$ cat src/rtl/riscv_pkg.sv
// Shared RISC-V definitions: opcodes, load funct3 encodings, writeback
// error codes, writeback FSM states and small decode helpers.
package riscv_pkg;

  localparam logic [6:0] OPC_LOAD   = 7'b0000011;
  localparam logic [6:0] OPC_OP     = 7'b0110011;
  localparam logic [6:0] OPC_OP_IMM = 7'b0010011;
  localparam logic [6:0] OPC_LUI    = 7'b0110111;
  localparam logic [6:0] OPC_AUIPC  = 7'b0010111;
  localparam logic [6:0] OPC_JAL    = 7'b1101111;
  localparam logic [6:0] OPC_JALR   = 7'b1100111;

  localparam logic [2:0] F3_LB  = 3'b000;
  localparam logic [2:0] F3_LH  = 3'b001;
  localparam logic [2:0] F3_LW  = 3'b010;
  localparam logic [2:0] F3_LBU = 3'b100;
  localparam logic [2:0] F3_LHU = 3'b101;

  typedef enum logic [1:0] {
    ERR_NONE     = 2'b00,
    ERR_MISALIGN = 2'b01,
    ERR_ILLEGAL  = 2'b10,
    ERR_TIMEOUT  = 2'b11
  } err_code_t;

  typedef enum logic [1:0] {
    ST_IDLE     = 2'b00,
    ST_WAIT_MEM = 2'b01,
    ST_WRITE    = 2'b10
  } wb_state_t;

  // Opcodes whose result comes straight from the ALU/jump path.
  function automatic logic is_alu_writeback(input logic [6:0] opc);
    return (opc == OPC_OP) || (opc == OPC_OP_IMM) || (opc == OPC_LUI) ||
           (opc == OPC_AUIPC) || (opc == OPC_JAL) || (opc == OPC_JALR);
  endfunction

  // funct3 values that do not name a load width on RV32.
  function automatic logic is_illegal_load(input logic [2:0] f3);
    return (f3 == 3'b011) || (f3 == 3'b110) || (f3 == 3'b111);
  endfunction

  // Halfwords need an even address, words a 4-byte aligned one.
  function automatic logic is_misaligned(input logic [2:0] f3, input logic [1:0] off);
    return (((f3 == F3_LH) || (f3 == F3_LHU)) && off[0]) ||
           ((f3 == F3_LW) && (off != 2'b00));
  endfunction

endpackage

$ cat src/rtl/load_extend.sv
// Selects the addressed byte/half from a word-aligned bus word and
// sign- or zero-extends it according to the load funct3.
module load_extend
  import riscv_pkg::*;
#(
  parameter int XLEN = 32
) (
  input  logic [2:0]      funct3,
  input  logic [1:0]      byte_off,
  input  logic [XLEN-1:0] mem_rdata,
  output logic [XLEN-1:0] ext_data
);

  logic [7:0]  byte_val;
  logic [15:0] half_val;

  assign byte_val = 8'(mem_rdata >> {byte_off, 3'b000});
  assign half_val = 16'(mem_rdata >> {byte_off[1], 4'b0000});

  // Width/sign selection; anything that is not a sub-word load passes the word through.
  always_comb begin
    ext_data = mem_rdata;
    case (funct3)
      F3_LB:   ext_data = {{(XLEN-8){byte_val[7]}}, byte_val};
      F3_LBU:  ext_data = {{(XLEN-8){1'b0}}, byte_val};
      F3_LH:   ext_data = {{(XLEN-16){half_val[15]}}, half_val};
      F3_LHU:  ext_data = {{(XLEN-16){1'b0}}, half_val};
      default: ext_data = mem_rdata;
    endcase
  end

endmodule

$ cat src/rtl/load_writeback.sv
// Writeback stage after memory access. ALU/jump results are written one
// cycle after issue; loads wait for the data bus, are aligned/extended and
// written in the WRITE cycle. Misaligned, illegal and timed-out loads
// retire with an error pulse and no register write.
//
// Handshake: en is an issue strobe accepted only while busy=0; an en seen
// while busy=1 is dropped, so upstream must hold off while busy is high.
// mem_rvalid is a one-cycle response strobe honoured only in WAIT_MEM.
module load_writeback
  import riscv_pkg::*;
#(
  parameter int TIMEOUT = 16,
  parameter int XLEN    = 32
) (
  input  logic            clk,
  input  logic            reset,
  input  logic            en,
  input  logic [6:0]      opcode,
  input  logic [2:0]      funct3,
  input  logic [4:0]      rd,
  input  logic [1:0]      byte_off,
  input  logic [XLEN-1:0] alu_result,
  input  logic            mem_rvalid,
  input  logic [XLEN-1:0] mem_rdata,
  output logic            busy,
  output logic            rf_we,
  output logic [4:0]      rf_waddr,
  output logic [XLEN-1:0] rf_wdata,
  output logic            retire,
  output logic            err,
  output logic [1:0]      err_code
);

  wb_state_t       state;
  logic [7:0]      wait_cnt;
  logic [4:0]      ld_rd;
  logic [2:0]      ld_f3;
  logic [1:0]      ld_off;
  logic [XLEN-1:0] ext_data;

  load_extend #(.XLEN(XLEN)) u_load_extend (
    .funct3    (ld_f3),
    .byte_off  (ld_off),
    .mem_rdata (mem_rdata),
    .ext_data  (ext_data)
  );

  // Busy covers the whole load window, including the WRITE cycle.
  assign busy = (state != ST_IDLE);

  // FSM, captured load context, timeout counter and registered writeback outputs.
  always_ff @(posedge clk) begin
    if (reset) begin
      state    <= ST_IDLE;
      wait_cnt <= '0;
      ld_rd    <= '0;
      ld_f3    <= '0;
      ld_off   <= '0;
      rf_we    <= 1'b0;
      rf_waddr <= '0;
      rf_wdata <= '0;
      retire   <= 1'b0;
      err      <= 1'b0;
      err_code <= ERR_NONE;
    end else begin
      rf_we  <= 1'b0;
      retire <= 1'b0;
      err    <= 1'b0;
      case (state)
        ST_IDLE: begin
          if (en) begin
            if (opcode == OPC_LOAD) begin
              if (is_illegal_load(funct3)) begin
                retire   <= 1'b1;
                err      <= 1'b1;
                err_code <= ERR_ILLEGAL;
              end else if (is_misaligned(funct3, byte_off)) begin
                retire   <= 1'b1;
                err      <= 1'b1;
                err_code <= ERR_MISALIGN;
              end else begin
                ld_rd    <= rd;
                ld_f3    <= funct3;
                ld_off   <= byte_off;
                wait_cnt <= '0;
                state    <= ST_WAIT_MEM;
              end
            end else if (is_alu_writeback(opcode)) begin
              rf_we    <= (rd != 5'd0);
              rf_waddr <= rd;
              rf_wdata <= alu_result;
              retire   <= 1'b1;
            end else begin
              retire <= 1'b1;
            end
          end
        end
        ST_WAIT_MEM: begin
          // A response in the final counted cycle still beats the timeout.
          if (mem_rvalid) begin
            rf_we    <= (ld_rd != 5'd0);
            rf_waddr <= ld_rd;
            rf_wdata <= ext_data;
            retire   <= 1'b1;
            state    <= ST_WRITE;
          end else if (wait_cnt == 8'(TIMEOUT - 1)) begin
            retire   <= 1'b1;
            err      <= 1'b1;
            err_code <= ERR_TIMEOUT;
            state    <= ST_IDLE;
          end else begin
            wait_cnt <= wait_cnt + 8'd1;
          end
        end
        ST_WRITE: begin
          state <= ST_IDLE;
        end
        default: begin
          state <= ST_IDLE;
        end
      endcase
    end
  end

endmodule

$ cat config.mk
export PLATFORM = sky130hd
export DESIGN_NAME = load_writeback
export DESIGN_NICKNAME = d
export VERILOG_FILES = /design/src/rtl/riscv_pkg.sv /design/src/rtl/load_extend.sv /design/src/rtl/load_writeback.sv
export SDC_FILE = /design/constraint.sdc
export NUM_CORES = 1
export LEC_CHECK = 0
export ABC_AREA = 1
export CAP_MARGIN = 20
export CORE_UTILIZATION = 47
export CTS_CLUSTER_DIAMETER = 100
export DETAILED_ROUTE_END_ITERATION = 8
export HOLD_SLACK_MARGIN = 0.02
export PLACE_DENSITY = 0.81
export SYNTH_ARGS = -nofsm -noshare
export SYNTH_HDL_FRONTEND = slang
export SYNTH_HIERARCHICAL = 1
export SYNTH_SLANG_ARGS = --single-unit
$ cat constraint.sdc
create_clock -name clk -period 2.1 [get_ports clk]
set_clock_uncertainty 0.1 [all_clocks]
set_input_delay 0.315 -clock clk [delete_from_list [all_inputs] [get_ports clk]]
set_output_delay 0.315 -clock clk [all_outputs]
set_load 0.05 [all_outputs]
==> results of run 1 <==
-- power by group through the flow --
| stage | registers, uW | clock network, uW | logic (uW) |
|---|---|---|---|
| after floorplan | 1280 | 0 | 169 |
| after global placement | 1230 | 0 | 466 |
| after detailed placement | 1230 | 0 | 470 |
| after CTS | 1200 | 1110 | 473 |
| after global routing | 1200 | 1160 | 515 |
| final | 1200 | 1100 | 473 |
-- path summary, 6_finish.rpt --
path / from / to / slack (ps) / depth (start not counted)
setup / recovery: rf_wdata[13]$_SDFFE_PP0P_ / rf_wdata[13] / 170 / 1
hold / removal: state[1]$_SDFFE_PP0P_ / err$_SDFF_PP0_ / 360 / 1
setup reg to reg: ld_f3[0]$_SDFFE_PP0P_ / rf_wdata[12]$_SDFFE_PP0P_ / 180 / 8
hold reg to reg: state[1]$_SDFFE_PP0P_ / err$_SDFF_PP0_ / 360 / 1
-- synth_stat cells (all sizes together) --
library cell / number / share of area (%)
clkbuf: 10 / 0.95
buf: 21 / 4.0
nand4: 3 / 0.48
nand3b: 2 / 0.38
a21oi: 23 / 2.9
xnor2: 1 / 0.22
a211oi: 1 / 0.19
o211ai: 2 / 0.38
nor3: 5 / 0.76
or2: 3 / 0.48
inv: 52 / 5.1
nand3: 60 / 10
nor2: 116 / 12
o21ai: 64 / 8.9
clkinv: 1 / 0.095
ha: 1 / 0.32
and2: 1 / 0.22
nand2: 209 / 21
nor3b: 1 / 0.19
dfxtp: 62 / 31
xor2: 1 / 0.22
a31o: 1 / 0.22
-- flip-flops by register name, indices dropped and copies added, names as in the netlist --
name      count
ld_rd         5
rf_wdata     32
rf_we         1
state         2
wait_cnt      8
err_code      2
err           1
ld_off        2
ld_f3         3
retire        1
rf_waddr      5
-- worst reg2reg max path, delay by kind of cell (launching register included) --
| family | cells | cell delay, ps |
|---|---|---|
| simple gates | 5 | 950 |
| flops | 1 | 410 |
| compound gates | 2 | 320 |
| buf+inv | 1 | 90 |
-- area by class of cell --
class / instances / area (sq um)
inverters: 53 / 206
clock buffers: 10 / 138
flip-flops and latches: 62 / 1240
well taps: 105 / 131
clock inverters: 6 / 68.8
repair buffers: 138 / 1390
fillers: 747 / 2690
multi-input cells: 494 / 2310
-- layout by cell type, fill, tap and decap left out, types with 5 or more instances in the layout --
cell type,count
sky130_fd_sc_hd__nand2_1,200
sky130_fd_sc_hd__nand3_2,20
sky130_fd_sc_hd__clkdlybuf4s50_1,126
sky130_fd_sc_hd__o21ai_2,5
sky130_fd_sc_hd__o21ai_1,28
sky130_fd_sc_hd__clkbuf_8,10
sky130_fd_sc_hd__nand2_2,5
sky130_fd_sc_hd__nor2_1,112
sky130_fd_sc_hd__o21ai_0,30
sky130_fd_sc_hd__dfxtp_1,62
sky130_fd_sc_hd__nand3_1,40
sky130_fd_sc_hd__inv_1,46
sky130_fd_sc_hd__a21oi_1,23
sky130_fd_sc_hd__buf_4,9
-- kinds of logic after synthesis --
| family | Yosys count |
|---|---|
| AO/OA/AOI/OAI | 91 |
| XOR/XNOR | 2 |
| adder cells (fa/ha/maj) | 1 |
| buffers and inverters | 84 |
| flip-flops | 62 |
| AND/OR/NAND/NOR | 400 |
-- metal layers --
layer	wire length, um	up-vias	global-route usage [%]	share of wire [%]
met5	0	-	0	0
met4	332	0	11.8	2.8
met3	671	30	4.37	5.7
met2	5690	150	48.7	48
met1	5130	1973	34.1	43
li1	-	2266	-	-
-- per-stage QoR --
stage                     total power, uW  util (%)  setup slack [ps]  cell area [sq um]
after detailed placement             1700      64.5              39.2               5280
after CTS                            2780      67.1               155               5480
after floorplan                      1450         -               522               3950
final                                2770      67.1               170               5480
after global placement               1690      64.5               110               5280
after global routing                 2880      67.1              24.1               5480
==> metrics.cfg, run 1 <==
[sta]
finalHoldViolCount = 0
timing.final.crit_share_pct = 91.9
hold_slack_ps = 364
setup_tns_ps = 0
fmaxAchievable_ghz = 0.518
maxSlewViolCount = 0
worst_max_slew_pin_slew_ps = 745
final-setup-viol-count = 0
max_slew_margin_pct = 50.1
min_period_ps = 1930
rsz0062_at_grt = false

[setup_path]
timing.critical_path.buf_inv = 1
setup.worst_path.class = reg2out
setup.worst_path.start_class = flop
cp_max_fo = 2
cp_cell_sequence = clkdlybuf4s50_1
timing.critical_path.required_ps = 1680
critical-path-slowest-cell = sky130_fd_sc_hd__clkdlybuf4s50_1
path_delay_family = buffers and inverters
endpoint_kind = primary output
worst-endpoint-arrival_ps = 1520
cp_slowest_stage_delay_ps = 810

[final_layout]
fin_nets = 844
post_layout_nonfiller_instances = 868
syn2layout_area_growth_pct = 38.8
antenna_cells = 0
ratio_of_cells_with_drive_above_1_in_the_final_layout_pct = 10.4

[place]
placed_cells = 852
hpwl_um = 8830
port_buffers = 127
finalWeightedCongestion = 0.912

[routing]
ant_nets = 0
drt-initial-drc-count = 313
drt-pass1-iter-count = 5
post_drt_via_cell_ratio = 5.09
detail_route.wl_per_cell_um = 13.6
route.vias.total = 4419
remaining_drc_errors = 0
postRouteWirelength_um = 11800

[pwr]
power.switching_fraction_pct = 27.4
power_density_mw_per_mm2 = 506
internal_power_uw = 2010
p_switching_uw = 759
pwr-share-seq_pct = 43.2
ir_drop_worst_case_vdd_uv = 341
p_leak_uw = 0.00240
clock_power_share_pct = 39.7
pwr-share-comb_pct = 17.1

[global_routing]
grt_pass1_wl_um = 19200
grt_pass1_vias = 4157
groute.usage.overall_pct = 28.0
grt_start_max_net_pins = 51
grt_antenna_before_repair = 0
residual_overflow_from_global_routing = 0

[floorplanning]
floorplan.initialDensity_pct = 48.3
io_pins = 128
num_rows = 33
fp.dieH_um = 93.7
fp.coreArea_sq_mm = 0.00818
die_w_um = 93.7
dieArea_sq_mm = 0.00878

[cts]
worst_setup_hold_path_clk_slew_ps = 70
ctsHtreeMaxLevel = 3
worst_skew_pair.late_latency_ps = 340
tritoncts_buffers = 9
cts-hold-fix-buffers = 0
post_cts_buffers = 0
root_buffer = sky130_fd_sc_hd__clkbuf_8
tritoncts = yes
cts.sinks = 62
cts_resized = 0
clockBufferDepth = 2

[logic_synthesis]
post_synth_and_or_nand_nor_area_fraction_pct = 45.1
synthesis.instances = 640
syn_avg_cell_area_sq_um = 6.17
yosysWarningCount = 6
share_of_the_synthesized_area_in_compound_gates_ao_oa_aoi_oai_pct = 12.6
synthesis.nets = 726
syn_area_sq_mm = 0.00395
seq_area_frac_synth_pct = 31.4
postSynthRegisterBits = 62
synth_mux_area_share_pct = 0
largest_family_of_logic_cells_by_synthesized_area = simple AND/OR/NAND/NOR gates
synthAdderAreaFrac_pct = 0.317
yosys.area_share.xor_xnor_pct = 0.443
synthDistinctLibCells = 36

[status]
outcome = complete, no violations

[hold_path]
min_path_type = reg2reg

[flow_run]
maxCapViolCount = 0

No activity file was read; power rests on OpenSTA's default activity.
==> inputs of run 2 (changes only) <==
--- a/config.mk
+++ b/config.mk
@@ -7,11 +7,14 @@
 export LEC_CHECK = 0
 export ABC_AREA = 1
 export CAP_MARGIN = 20
+export CORE_ASPECT_RATIO = 1.75
 export CORE_UTILIZATION = 47
 export CTS_CLUSTER_DIAMETER = 100
 export DETAILED_ROUTE_END_ITERATION = 8
 export HOLD_SLACK_MARGIN = 0.02
 export PLACE_DENSITY = 0.81
+export SKIP_LAST_GASP = 1
+export SLEW_MARGIN = 20
 export SYNTH_ARGS = -nofsm -noshare
 export SYNTH_HDL_FRONTEND = slang
 export SYNTH_HIERARCHICAL = 1
==> metrics.cfg, run 2 (synthesized netlist as in run 1, its figures left out) <==
[status]
outcome = complete, but fails checks
failing_checks = design-rule violations

[cts]
tritoncts = yes
cts.sinks = 62
worst_skew_pair.late_latency_ps = 340
worst_setup_hold_path_clk_slew_ps = 50
tritoncts_buffers = 9
cts-hold-fix-buffers = 0
cts_resized = 0
post_cts_buffers = 0
ctsHtreeMaxLevel = 3
clockBufferDepth = 2
root_buffer = sky130_fd_sc_hd__clkbuf_16

[pwr]
p_leak_uw = 0.00247
power_density_mw_per_mm2 = 544
ir_drop_worst_case_vdd_uv = 395

[final_layout]
most_common_cell_after_layout_fill_and_taps_aside = sky130_fd_sc_hd__nand2_1
regMostFlops = rf_wdata
commonest_cells_after_routing_fill_and_taps_aside = 200 x sky130_fd_sc_hd__nand2_1, 126 x sky130_fd_sc_hd__clkdlybuf4s50_1, 111 x sky130_fd_sc_hd__nor2_1
syn2layout_area_growth_pct = 40.9
multi_input_area_sq_mm = 0.00231
post_layout_nonfiller_instances = 859
antenna_cells = 0
sequential_cell_area_sq_mm = 0.00124
reg.largest.list = rf_wdata (32), wait_cnt (8)
fin_nets = 851
ratio_of_cells_with_drive_above_1_in_the_final_layout_pct = 11.1
num-fill-cells = 717
largest_reg_flops = 32

[routing]
drt-initial-drc-count = 465
detail_route.wl_per_cell_um = 14.7
route.vias.total = 4625
drt-pass1-iter-count = 9
postRouteWirelength_um = 12600
topRoutingLayerUsed = met4
ant_nets = 0
routed-wl-met2_um = 6410
remaining_drc_errors = 15
met1_length_um = 4660
post_drt_via_cell_ratio = 5.38
routed-wl-met3_um = 921

[sta]
timing.final.crit_share_pct = 91.4
setup_tns_ps = 0
rsz0062_at_grt = false
maxSlewViolCount = 0
worst_max_slew_pin_slew_ps = 549
max_slew_margin_pct = 63.3
final-setup-viol-count = 0
min_period_ps = 1920
finalHoldViolCount = 0
fmaxAchievable_ghz = 0.521

[global_routing]
grt_antenna_before_repair = 0
groute.usage.overall_pct = 30.1
grt_pass1_wl_um = 20400
grt_pass1_vias = 4505
residual_overflow_from_global_routing = 0
grt_start_max_net_pins = 38

[flow_run]
maxCapViolCount = 0

[floorplanning]
die_w_um = 71.3
dieArea_sq_mm = 0.00879
fp.coreArea_sq_mm = 0.00802
io_pins = 128
floorplan.initialDensity_pct = 49.3
fp.dieH_um = 123
num_rows = 43

[setup_path]
timing.critical_path.buf_inv = 1
path_delay_family = buffers and inverters
cp_max_fo = 2
timing.critical_path.required_ps = 1680
setup.worst_path.class = reg2out
cp_cell_sequence = clkdlybuf4s50_1
critical-path-slowest-cell = sky130_fd_sc_hd__clkdlybuf4s50_1
cp_slowest_stage_delay_ps = 840
worst-endpoint-arrival_ps = 1500
setup.worst_path.start_class = flop
endpoint_kind = primary output

[place]
port_buffers = 127
hpwl_um = 9260
finalWeightedCongestion = 0.950
placed_cells = 844

[hold_path]
min_path_type = reg2reg

[run 2: cell count changes in the layout (fill, tap and decap cells not counted), sizes merged]
cell / delta
clkinv: +4
buf: +7
clkinvlp: -4
bufinv: -1
clkbuf: +1
inv: -1
[run 2: path summary, 6_finish.rpt]
path	start	end	slack (ps)	depth (start not counted)
max	rf_wdata[14]$_SDFFE_PP0P_	rf_wdata[14]	180	1
min	state[1]$_SDFFE_PP0P_	err$_SDFF_PP0_	360	1
max reg2reg	ld_off[1]$_SDFFE_PP0P_	rf_wdata[18]$_SDFFE_PP0P_	270	10
min reg2reg	state[1]$_SDFFE_PP0P_	err$_SDFF_PP0_	360	1
[run 2: power by group]
part           switching [uW]  total, uW  internal, uW
Sequential               7.76       1200          1190
Clock                     522       1340           818
Combinational             240        484           244
Total                     770       3030          2260
[run 2: final cells by class]
type / instances / share of cell area, %
clock buffers: 11 / 4.36
well taps: 90 / 2.02
inverters: 53 / 3.71
flip-flops and latches: 62 / 22.3
clock inverters: 4 / 0.427
multi-input cells: 494 / 41.5
repair buffers: 145 / 25.7
[run 2: layer usage]
metal	GRT usage, %	up-vias
li1	-	2274
met5	0	-
met3	6.11	41
met2	54.7	210
met4	17.4	0
met1	31.7	2100
[run 2: metrics by stage]
step           hold slack [ps]  area [sq um]  power, uW  worst slack (ps)  util, %
6_report                   360          5570       3030               181     69.4
4_1_cts                    362          5560       3050               173     69.4
3_5_place_dp               350          5300       1700              71.6     66.1
3_3_place_gp               351          5300       1700              80.1     66.1
5_1_grt                    387          5570       3150              66.3     69.4
2_1_floorplan              284          3950       1450               522        -
